### config.mk
export PLATFORM = sky130hd
export DESIGN_NAME = sram_port_arb
export DESIGN_NICKNAME = d
export VERILOG_FILES = /design/src/rtl/sram_port_arb.sv
export SDC_FILE = /design/constraint.sdc
export NUM_CORES = 1
export LEC_CHECK = 0
export ABC_AREA = 1
export CAP_MARGIN = 25
export CORE_AREA = 3 3 96 98
export CTS_BUF_LIST = sky130_fd_sc_hd__clkbuf_4 sky130_fd_sc_hd__clkbuf_8
export DETAILED_ROUTE_END_ITERATION = 7
export DIE_AREA = 0 0 99 101
export PLACE_DENSITY_LB_ADDON = 0.15
export SYNTH_ARGS = -nofsm -noshare
export SYNTH_HDL_FRONTEND = slang
export SYNTH_SLANG_ARGS = --single-unit
export TNS_END_PERCENT = 100
### constraint.sdc
create_clock -name clk_i -period 1.7 [get_ports clk_i]
set_input_delay 0.34 -clock clk_i [delete_from_list [all_inputs] [get_ports clk_i]]
set_output_delay 0.34 -clock clk_i [all_outputs]
set_load 0.1 [all_outputs]
### src/rtl/sram_port_arb.sv
// Two-master arbiter for the shared single-port SRAM: grants the i or d bus one access
// per cycle and returns one-cycle-latency read data to the master whose read was accepted.
module sram_port_arb #(
   parameter int unsigned DATA_W = 32,
   parameter int unsigned ADDR_W = 13,
   parameter bit          RR     = 1'b1
) (
   input  logic                clk_i,
   input  logic                cke_i,
   input  logic                arst_i,
   input  logic                i_avalid_i,
   input  logic [ADDR_W-1:0]   i_addr_i,
   input  logic [DATA_W-1:0]   i_wdata_i,
   input  logic [DATA_W/8-1:0] i_wstrb_i,
   output logic                i_ready_o,
   output logic                i_rvalid_o,
   output logic [DATA_W-1:0]   i_rdata_o,
   input  logic                d_avalid_i,
   input  logic [ADDR_W-1:0]   d_addr_i,
   input  logic [DATA_W-1:0]   d_wdata_i,
   input  logic [DATA_W/8-1:0] d_wstrb_i,
   output logic                d_ready_o,
   output logic                d_rvalid_o,
   output logic [DATA_W-1:0]   d_rdata_o,
   output logic                mem_en_o,
   output logic [ADDR_W-1:0]   mem_addr_o,
   output logic [DATA_W-1:0]   mem_wdata_o,
   output logic [DATA_W/8-1:0] mem_wstrb_o,
   input  logic [DATA_W-1:0]   mem_rdata_i
);

   typedef enum logic {MST_I = 1'b0, MST_D = 1'b1} mst_t;

   mst_t last;
   mst_t rd_own;
   logic rd_pend;
   logic gnt_i;
   logic gnt_d;
   logic rd_accept;

   // Grant is suppressed while reset is held so nothing reaches the SRAM during reset.
   always_comb begin
      gnt_i = 1'b0;
      gnt_d = 1'b0;
      if (cke_i && !arst_i) begin
         if (i_avalid_i && d_avalid_i) begin
            if (RR && (last == MST_D)) gnt_i = 1'b1;
            else                       gnt_d = 1'b1;
         end else begin
            gnt_i = i_avalid_i;
            gnt_d = d_avalid_i;
         end
      end
   end

   always_comb begin
      mem_addr_o  = '0;
      mem_wdata_o = '0;
      mem_wstrb_o = '0;
      if (gnt_d) begin
         mem_addr_o  = d_addr_i;
         mem_wdata_o = d_wdata_i;
         mem_wstrb_o = d_wstrb_i;
      end else if (gnt_i) begin
         mem_addr_o  = i_addr_i;
         mem_wdata_o = i_wdata_i;
         mem_wstrb_o = i_wstrb_i;
      end
   end

   assign mem_en_o  = gnt_i | gnt_d;
   assign i_ready_o = gnt_i;
   assign d_ready_o = gnt_d;
   assign rd_accept = mem_en_o && (mem_wstrb_o == '0);

   always_ff @(posedge clk_i or posedge arst_i) begin
      if (arst_i) begin
         rd_pend <= 1'b0;
         rd_own  <= MST_I;
         last    <= MST_D;
      end else if (cke_i) begin
         rd_pend <= rd_accept;
         if (rd_accept) rd_own <= gnt_d ? MST_D : MST_I;
         if (mem_en_o)  last   <= gnt_d ? MST_D : MST_I;
      end
   end

   // The SRAM holds its output while disabled, so a stalled rvalid keeps its data too.
   assign i_rvalid_o = rd_pend && (rd_own == MST_I);
   assign d_rvalid_o = rd_pend && (rd_own == MST_D);
   assign i_rdata_o  = i_rvalid_o ? mem_rdata_i : '0;
   assign d_rdata_o  = d_rvalid_o ? mem_rdata_i : '0;

endmodule

# Yosys cells after proc, flatten, opt, wreduce, memory -nomap -nowiden

Index checks and enable logic that the tools add are counted.

Mux-type cells: 15
Bitwise logic cells: 2
Reduce and logical (&&, ||, !) cells: 9

Operator list:

| operator            | count |
|---|---|
| $mux W32            | 4 |
| $mux W13            | 2 |
| $mux W4             | 2 |
| $mux W1             | 7 |
| $logic_and A1 B1 Y1 | 5 |
| $logic_not A4 Y1    | 1 |
| $reduce_and A2 Y1   | 2 |
| $logic_not A1 Y1    | 1 |
| $not A1 Y1          | 1 |
| $or A1 B1 Y1        | 1 |

Bits in registers: 3

# Longest topological paths before layout

Gate-level depths: netlist of the first run.

Depth in word-level cells: 8
Mapped depth: 8
Depth with buffers taken out: 8

# Worst setup path after synthesis of the first run

No wires, ideal clock.

Kind: reg2out
Start point: register rd_own
End point: output i_rdata_o[10]
Path slack: -2.126 ns
Path buffers: 1
Stages on the path, launching flop included: 5
Arrival time: 3.486 ns
Required time: 1.360 ns
Path through: dfrtp_1 -> nor2_1 -> inv_1 -> clkbuf_1 -> nor2_1

Word-level cells in the longest chain between the ends: 3

RTL lines:

| item                     | RTL line | text |
|---|---|---|
| start: declaration       | 35       | `mst_t rd_own;` |
| start signal: assignment | 83       | `if (rd_accept) rd_own <= gnt_d ? MST_D : MST_I;` |
| $not A1 Y1               | 89       | `assign i_rvalid_o = rd_pend && (rd_own == MST_I);` |
| $logic_and A1 B1 Y1      | 89       |  |
| named net i_rvalid_o     | 16       | `output logic i_rvalid_o,` |
| $mux W32                 | 91       | `assign i_rdata_o = i_rvalid_o ? mem_rdata_i : '0;` |
| end: declaration         | 17       | `output logic [DATA_W-1:0] i_rdata_o,` |

The timed path passes the listed nets, and every way through them passes these cells.

# Worst setup path in the final report of the first run

Start point: register last
End point: output mem_wdata_o[25]

Word-level cells in the longest chain between the ends: 5

RTL lines:

| item                     | RTL line | text |
|---|---|---|
| start: declaration       | 34       | `mst_t last;` |
| start signal: assignment | 84       | `if (mem_en_o) last <= gnt_d ? MST_D : MST_I;` |
| $mux W1                  | 47       | `if (RR && (last == MST_D)) gnt_i = 1'b1;` |
| $mux W1                  | 46       | `if (i_avalid_i && d_avalid_i) begin` |
| $mux W1                  | 45       | `if (cke_i && !arst_i) begin` |
| $mux W32                 | 64       | `end else if (gnt_i) begin` |
| $mux W32 *               | 60       | `if (gnt_d) begin` |
| end: declaration         | 27       | `output logic [DATA_W-1:0] mem_wdata_o,` |

Mark *: on every way between the ends. The rest lies on a longest branch, timed or not.

==> flow_summary.json, run 1 <==
{
  "outcome": "finished with violations",
  "violations": "setup timing",
  "leakage_nw": 2.87,
  "antenna_found_initial": 0,
  "grt_pass1_wl_um": 15700,
  "final_cell_mix": "clkdlybuf4s50_1, buf_12, nor2_4, a22o_4, inv_1",
  "cp-startpoint": "last",
  "initial_core_util_pct": 13.2,
  "vias_per_cell": 4.31,
  "period_share_pct": 119,
  "yosysWarnings": 0,
  "slew_headroom_pct": 80.8,
  "grt_max_degree": 14,
  "r2r-end": "rd_own",
  "ys_ff_latch": 3,
  "final-hold-violation-count": 0,
  "synthesis.nets": 332,
  "drtPass1Iterations": 4,
  "syn_to_final_growth_pct": 495,
  "setup_ws_ns": -0.315,
  "wl_per_cell_um": 18.0,
  "path_max_fanout": 5,
  "setup.worst_path.end_class": "output pin",
  "drive_gt1_share_pct": 62.4,
  "ios": 253,
  "die_area_um2": 10000,
  "vias": 2574,
  "required_ns": 1.36,
  "slew_violations": 0,
  "cts_buffers": 3,
  "port_buffers": 252,
  "wl_um": 10800,
  "r2r_slack_ns": 0.07,
  "final_util_pct": 78.9,
  "dp.final_hpwl_um": 8600,
  "hp-class": "input pin to asynchronous set/reset pin",
  "yosys.area.top_type": "a22o_1",
  "clock_sinks": 3,
  "r2r_start": "last",
  "setup_viol": 57,
  "die_h_um": 101,
  "max_freq_mhz": 496,
  "critical_path.slowest_cell": "dfstp_2",
  "max-cap-violations": 0,
  "rsz0062_at_grt": "yes",
  "critical_path_depth": 7,
  "drtAntennaViolNets": 0,
  "final_area_um2": 6740,
  "synthTopCellsByArea": "a22o_1, nor2_1, inv_1",
  "placementRows": 34,
  "core_um2": 8550,
  "yosysTopAreaCellShare_pct": 34.8,
  "fp.dieW_um": 99,
  "crit_chain": "nand2_4 -> nand3_4 -> inv_4 -> buf_8 -> clkbuf_16 -> a22o_4 -> buf_12",
  "finClkSkew_ns": 0.00466,
  "criticalPathCategory": "flop to output pin",
  "postPlaceCellArea_um2": 6010,
  "htree_levels": 1,
  "rr_worst_depth": 10,
  "cp-start-kind": "flop",
  "grt_pass1_vias": 2753,
  "critPathTopFamily": "flip-flops",
  "clk_latency_ns": 0.21,
  "syn_inst": 197,
  "root_buffer": "clkbuf_8",
  "power.density_nw_per_um2": 457,
  "cts_tree": "built",
  "grtUsageTotal_pct": 19.9,
  "synth.cell_area_um2": 1130,
  "place_congestion": 0.769,
  "endpoint": "mem_wdata_o[25]",
  "clock_path_buffers": 2,
  "critPathMaxStageDelay_ns": 0.56,
  "synth_area_per_cell_um2": 5.75,
  "final_common_cell": "clkdlybuf4s50_1",
  "fin_crit_ns": 2.01,
  "timing.critical_path.buf_inv": 4,
  "tightest_slew_ns": 0.289,
  "critPathArrivalTime_ns": 1.67,
  "drt_iter0_drc": 26,
  "hold_buffers": 0,
  "ys_seq_area_share_pct": 6.74,
  "synth_cell_type_count": 19,
  "antennaDiodeCount": 0,
  "peakVddDrop_v": 0.000267,
  "grt_overflow": 0,
  "layout.nets": 625,
  "path_clk_slew_ns": 0.03,
  "drcViolationCount": 0
}
routing by layer:
metal	up-vias	part of all wire [%]	global-route usage, %
met5	-	0	0
met2	154	58	40.7
met3	4	8.8	4.98
met1	1172	33	20.8
li1	1244	-	-
met4	0	0.43	2.21
layout make-up:
class,count,area (um^2)
sequential,3,77.6
timing repair buffer,304,4560
inverter,42,183
tap,108,135
clock buffer,4,48.8
fill,510,1810
multi-input combinational,136,1740
sequential cells by signal, indices dropped and copies added, names as in the netlist:
| name | cells |
|---|---|
| rd_pend | 1 |
| last | 1 |
| rd_own | 1 |
where the power goes:
group / total, mW / switching (mW) / internal, mW
clock: 0.219 / 0.0432 / 0.175
sequential: 0.0998 / 0.0120 / 0.0877
combinational: 2.76 / 1.58 / 1.19
total: 3.08 / 1.63 / 1.45
cell usage after synthesis, drive strengths merged:
| cell | instances |
|---|---|
| nand3 | 4 |
| nand2 | 8 |
| nor2 | 68 |
| nand4 | 6 |
| o21a | 1 |
| buf | 10 |
| o21ai | 4 |
| a22o | 45 |
| dfrtp | 2 |
| clkbuf | 6 |
| inv | 42 |
| dfstp | 1 |
through the flow:
stage / setup TNS, ns / power (mW) / hold slack [ns] / worst slack [ns] / std cells
3_3_place_gp: -20.35 / 2.61 / 0.502 / -0.416 / 561
4_1_cts: -14.13 / 3.06 / 0.152 / -0.297 / 591
5_1_grt: -16.91 / 3.17 / 0.173 / -0.351 / 597
3_5_place_dp: -21.72 / 2.63 / 0.506 / -0.454 / 561
6_report: -14.54 / 3.08 / 0.145 / -0.315 / 597
2_1_floorplan: -17.21 / 1.57 / 0.0929 / -0.429 / 197
worst min path at each step:
stage | start | to | slack [ns] | depth (start not counted)
2_1_floorplan | arst_i | rd_own | 0.09 | 1
3_3_place_gp | last | last | 0.50 | 2
3_5_place_dp | last | last | 0.51 | 2
4_1_cts | arst_i | rd_pend | 0.15 | 2
5_1_grt | arst_i | rd_pend | 0.17 | 2
6_report | arst_i | rd_pend | 0.15 | 2
cell families after synthesis:
logic type	count (synthesis)	synth area share [%]
AOI/OAI and AO/OA	50	37.2
and+or+nand+nor	86	32.3
DFF	3	6.74
buffers and inverters	58	23.8
what timing repair did:
action	in CTS	in global routing
cloned	9	5
resized for setup	45	8
pin swaps	13	15
buffers inserted	20	3
setup endpoints to repair	81	73
(Power assumes the default switching activity.)
==> inputs of run 2 (changes only) <==
--- a/config.mk
+++ b/config.mk
@@ -6,6 +6,7 @@
 export NUM_CORES = 1
 export LEC_CHECK = 0
 export ABC_AREA = 1
+export ABC_CLOCK_PERIOD_IN_PS = 1700
 export CAP_MARGIN = 25
 export CORE_AREA = 3 3 96 98
 export CTS_BUF_LIST = sky130_fd_sc_hd__clkbuf_4 sky130_fd_sc_hd__clkbuf_8
==> results of run 2 <==
Same layout as run 1: the final DEF is identical, and so are final timing and power.
==> inputs of run 3 (changes only) <==
--- a/config.mk
+++ b/config.mk
@@ -8,10 +8,12 @@
 export ABC_AREA = 1
 export ABC_CLOCK_PERIOD_IN_PS = 1700
 export CAP_MARGIN = 25
-export CORE_AREA = 3 3 96 98
+export CELL_PAD_IN_SITES_DETAIL_PLACEMENT = 0
+export CELL_PAD_IN_SITES_GLOBAL_PLACEMENT = 1
+export CORE_MARGIN = 3
+export CORE_UTILIZATION = 10
 export CTS_BUF_LIST = sky130_fd_sc_hd__clkbuf_4 sky130_fd_sc_hd__clkbuf_8
 export DETAILED_ROUTE_END_ITERATION = 7
-export DIE_AREA = 0 0 99 101
 export PLACE_DENSITY_LB_ADDON = 0.15
 export SYNTH_ARGS = -nofsm -noshare
 export SYNTH_HDL_FRONTEND = slang
==> run 3 against run 2 <==
The run still ends with setup timing left. Hold slack worse by 0.14 ns. Clock skew down 0.0034 ns. Clock-buffer cell count did not move. Total power about the same. Combinational power about the same. Sequential share of layout area is essentially flat. Final area down 3.1%. Sequential power barely moved. Utilization down 19 points. Maximum frequency is 5.1% higher. Final cell count rose by 5.5%. Highest routed layer unchanged.
==> flow_summary.json, run 3 (synthesis results as in run 1) <==
{
  "die_h_um": 112,
  "wl_um": 10000,
  "antenna_found_initial": 0,
  "drt-met1-wl_um": 3320,
  "finClkSkew_ns": 0.00129,
  "drt_iter0_drc": 72,
  "p_seq_share_pct": 3.3,
  "cp-start-kind": "flop",
  "tightest_slew_ns": 0.293,
  "final_common_cell": "clkdlybuf4s50_1",
  "grt_pass1_wl_um": 15900,
  "criticalPathCategory": "flop to output pin",
  "max-cap-violations": 0,
  "r2r-end": "last",
  "n_fill_cell": 909,
  "root_buffer": "clkbuf_8",
  "outcome": "finished with violations",
  "htree_levels": 1,
  "grt_max_degree": 20,
  "setup_tns_ns": -9.79,
  "die_area_um2": 12600,
  "setup_viol": 51,
  "slew_headroom_pct": 80.5,
  "critPathArrivalTime_ns": 1.58,
  "peakVddDrop_v": 0.000247,
  "placementRows": 38,
  "rsz0062_at_grt": "yes",
  "drcViolationCount": 0,
  "fp.dieW_um": 112,
  "leakage_nw": 2.79,
  "layout.nets": 626,
  "path_clk_slew_ns": 0.03,
  "hold_buffers": 0,
  "netSwitchingFraction_pct": 52.8,
  "routed.top_layer": "met4",
  "pwr-share-clk_pct": 7.5,
  "clk_latency_ns": 0.22,
  "wl_per_cell_um": 15.9,
  "seq_area_um2": 77.6,
  "cts_tree": "built",
  "final_area_um2": 6540,
  "setup_ws_ns": -0.217,
  "drtPass1Iterations": 4,
  "port_buffers": 252,
  "drive_gt1_share_pct": 62.0,
  "clock_path_buffers": 2,
  "grt_overflow": 0,
  "initial_core_util_pct": 10.4,
  "final-hold-violation-count": 0,
  "clock_sinks": 3,
  "vias_per_cell": 4.07,
  "p_comb_share_pct": 89.3,
  "postPlaceCellArea_um2": 6140,
  "max_freq_mhz": 522,
  "required_ns": 1.36,
  "internal-power_mw": 1.46,
  "syn_to_final_growth_pct": 477,
  "top_regs": "last (1), rd_own (1), rd_pend (1)",
  "path_max_fanout": 11,
  "power.density_nw_per_um2": 472,
  "violations": "setup timing",
  "grtUsageTotal_pct": 15.5,
  "dp.cells": 599,
  "setup.worst_path.end_class": "output pin",
  "vias": 2566,
  "multi_input_area_um2": 1720,
  "met2WireLength_um": 5560,
  "slew_violations": 0,
  "fin_total_pwr_mw": 3.08,
  "dr_wl_met3_um": 1060,
  "holdWs_ns": 0.00458,
  "period_share_pct": 113,
  "core_um2": 10900,
  "rr_worst_depth": 11,
  "ios": 253,
  "final_util_pct": 59.8,
  "cts_buffers": 3,
  "instances_no_fill": 630,
  "drtAntennaViolNets": 0,
  "antennaDiodeCount": 0,
  "place_congestion": 0.784,
  "r2r_start": "last",
  "hp-class": "input pin to asynchronous set/reset pin",
  "p_sw_mw": 1.63,
  "dp.final_hpwl_um": 8570,
  "place_ws_ns": -0.480,
  "r2r_slack_ns": -0.03,
  "grt_pass1_vias": 2883,
  "final_cell_mix": "clkdlybuf4s50_1, buf_12, nor2_4, a22o_4, inv_1",
  "fin_crit_ns": 1.92
}
[run 3: what timing repair did]
item / in CTS / in global routing
gates resized for setup: 29 / 22
pin swaps: 17 / 15
gates cloned: 3 / 1
setup buffers: 28 / 7
endpoints found under the setup margin: 80 / 87
[run 3: worst max-delay path by stage]
stage                       from              end  cells past startpoint  slack, ns
after floorplan           rd_own    i_rdata_o[10]                      4      -0.43
after global placement     cke_i   mem_wdata_o[6]                      8      -0.47
after detailed placement   cke_i   mem_wdata_o[9]                      8      -0.48
after CTS                   last  mem_wdata_o[11]                      8      -0.32
after global routing        last   mem_wdata_o[1]                      7      -0.27
final                       last   mem_wdata_o[9]                      6      -0.22
[run 3: worst max-delay path: stages, from the launching register on]
cell and delay [ns]:
dfstp_2 0.56, nand2_4 0.06, nand3_4 0.08, inv_6 0.05
buf_6 0.16, a22o_4 0.27, buf_12 0.16
[run 3: power groups by stage]
stage / Clock [mW] / Combinational (mW) / Sequential, mW
2_1_floorplan: 0 / 1.48 / 0.0959
3_3_place_gp: 0 / 2.55 / 0.100
5_1_grt: 0.242 / 2.84 / 0.103
3_5_place_dp: 0 / 2.56 / 0.101
6_report: 0.230 / 2.75 / 0.101
4_1_cts: 0.238 / 2.74 / 0.103
[run 3: area by class of cell]
type | instances | area share [%]
timing repair buffer | 305 | 66.3
multi-input combinational | 136 | 26.3
inverter | 42 | 2.80
tap | 140 | 2.68
sequential | 3 | 1.19
clock buffer | 4 | 0.747
[run 3: per-layer routing]
metal | global-route usage, % | up-vias
met2 | 30.0 | 169
met4 | 2.72 | 0
met3 | 5.07 | 4
met5 | 0 | -
li1 | - | 1240
met1 | 16.5 | 1153
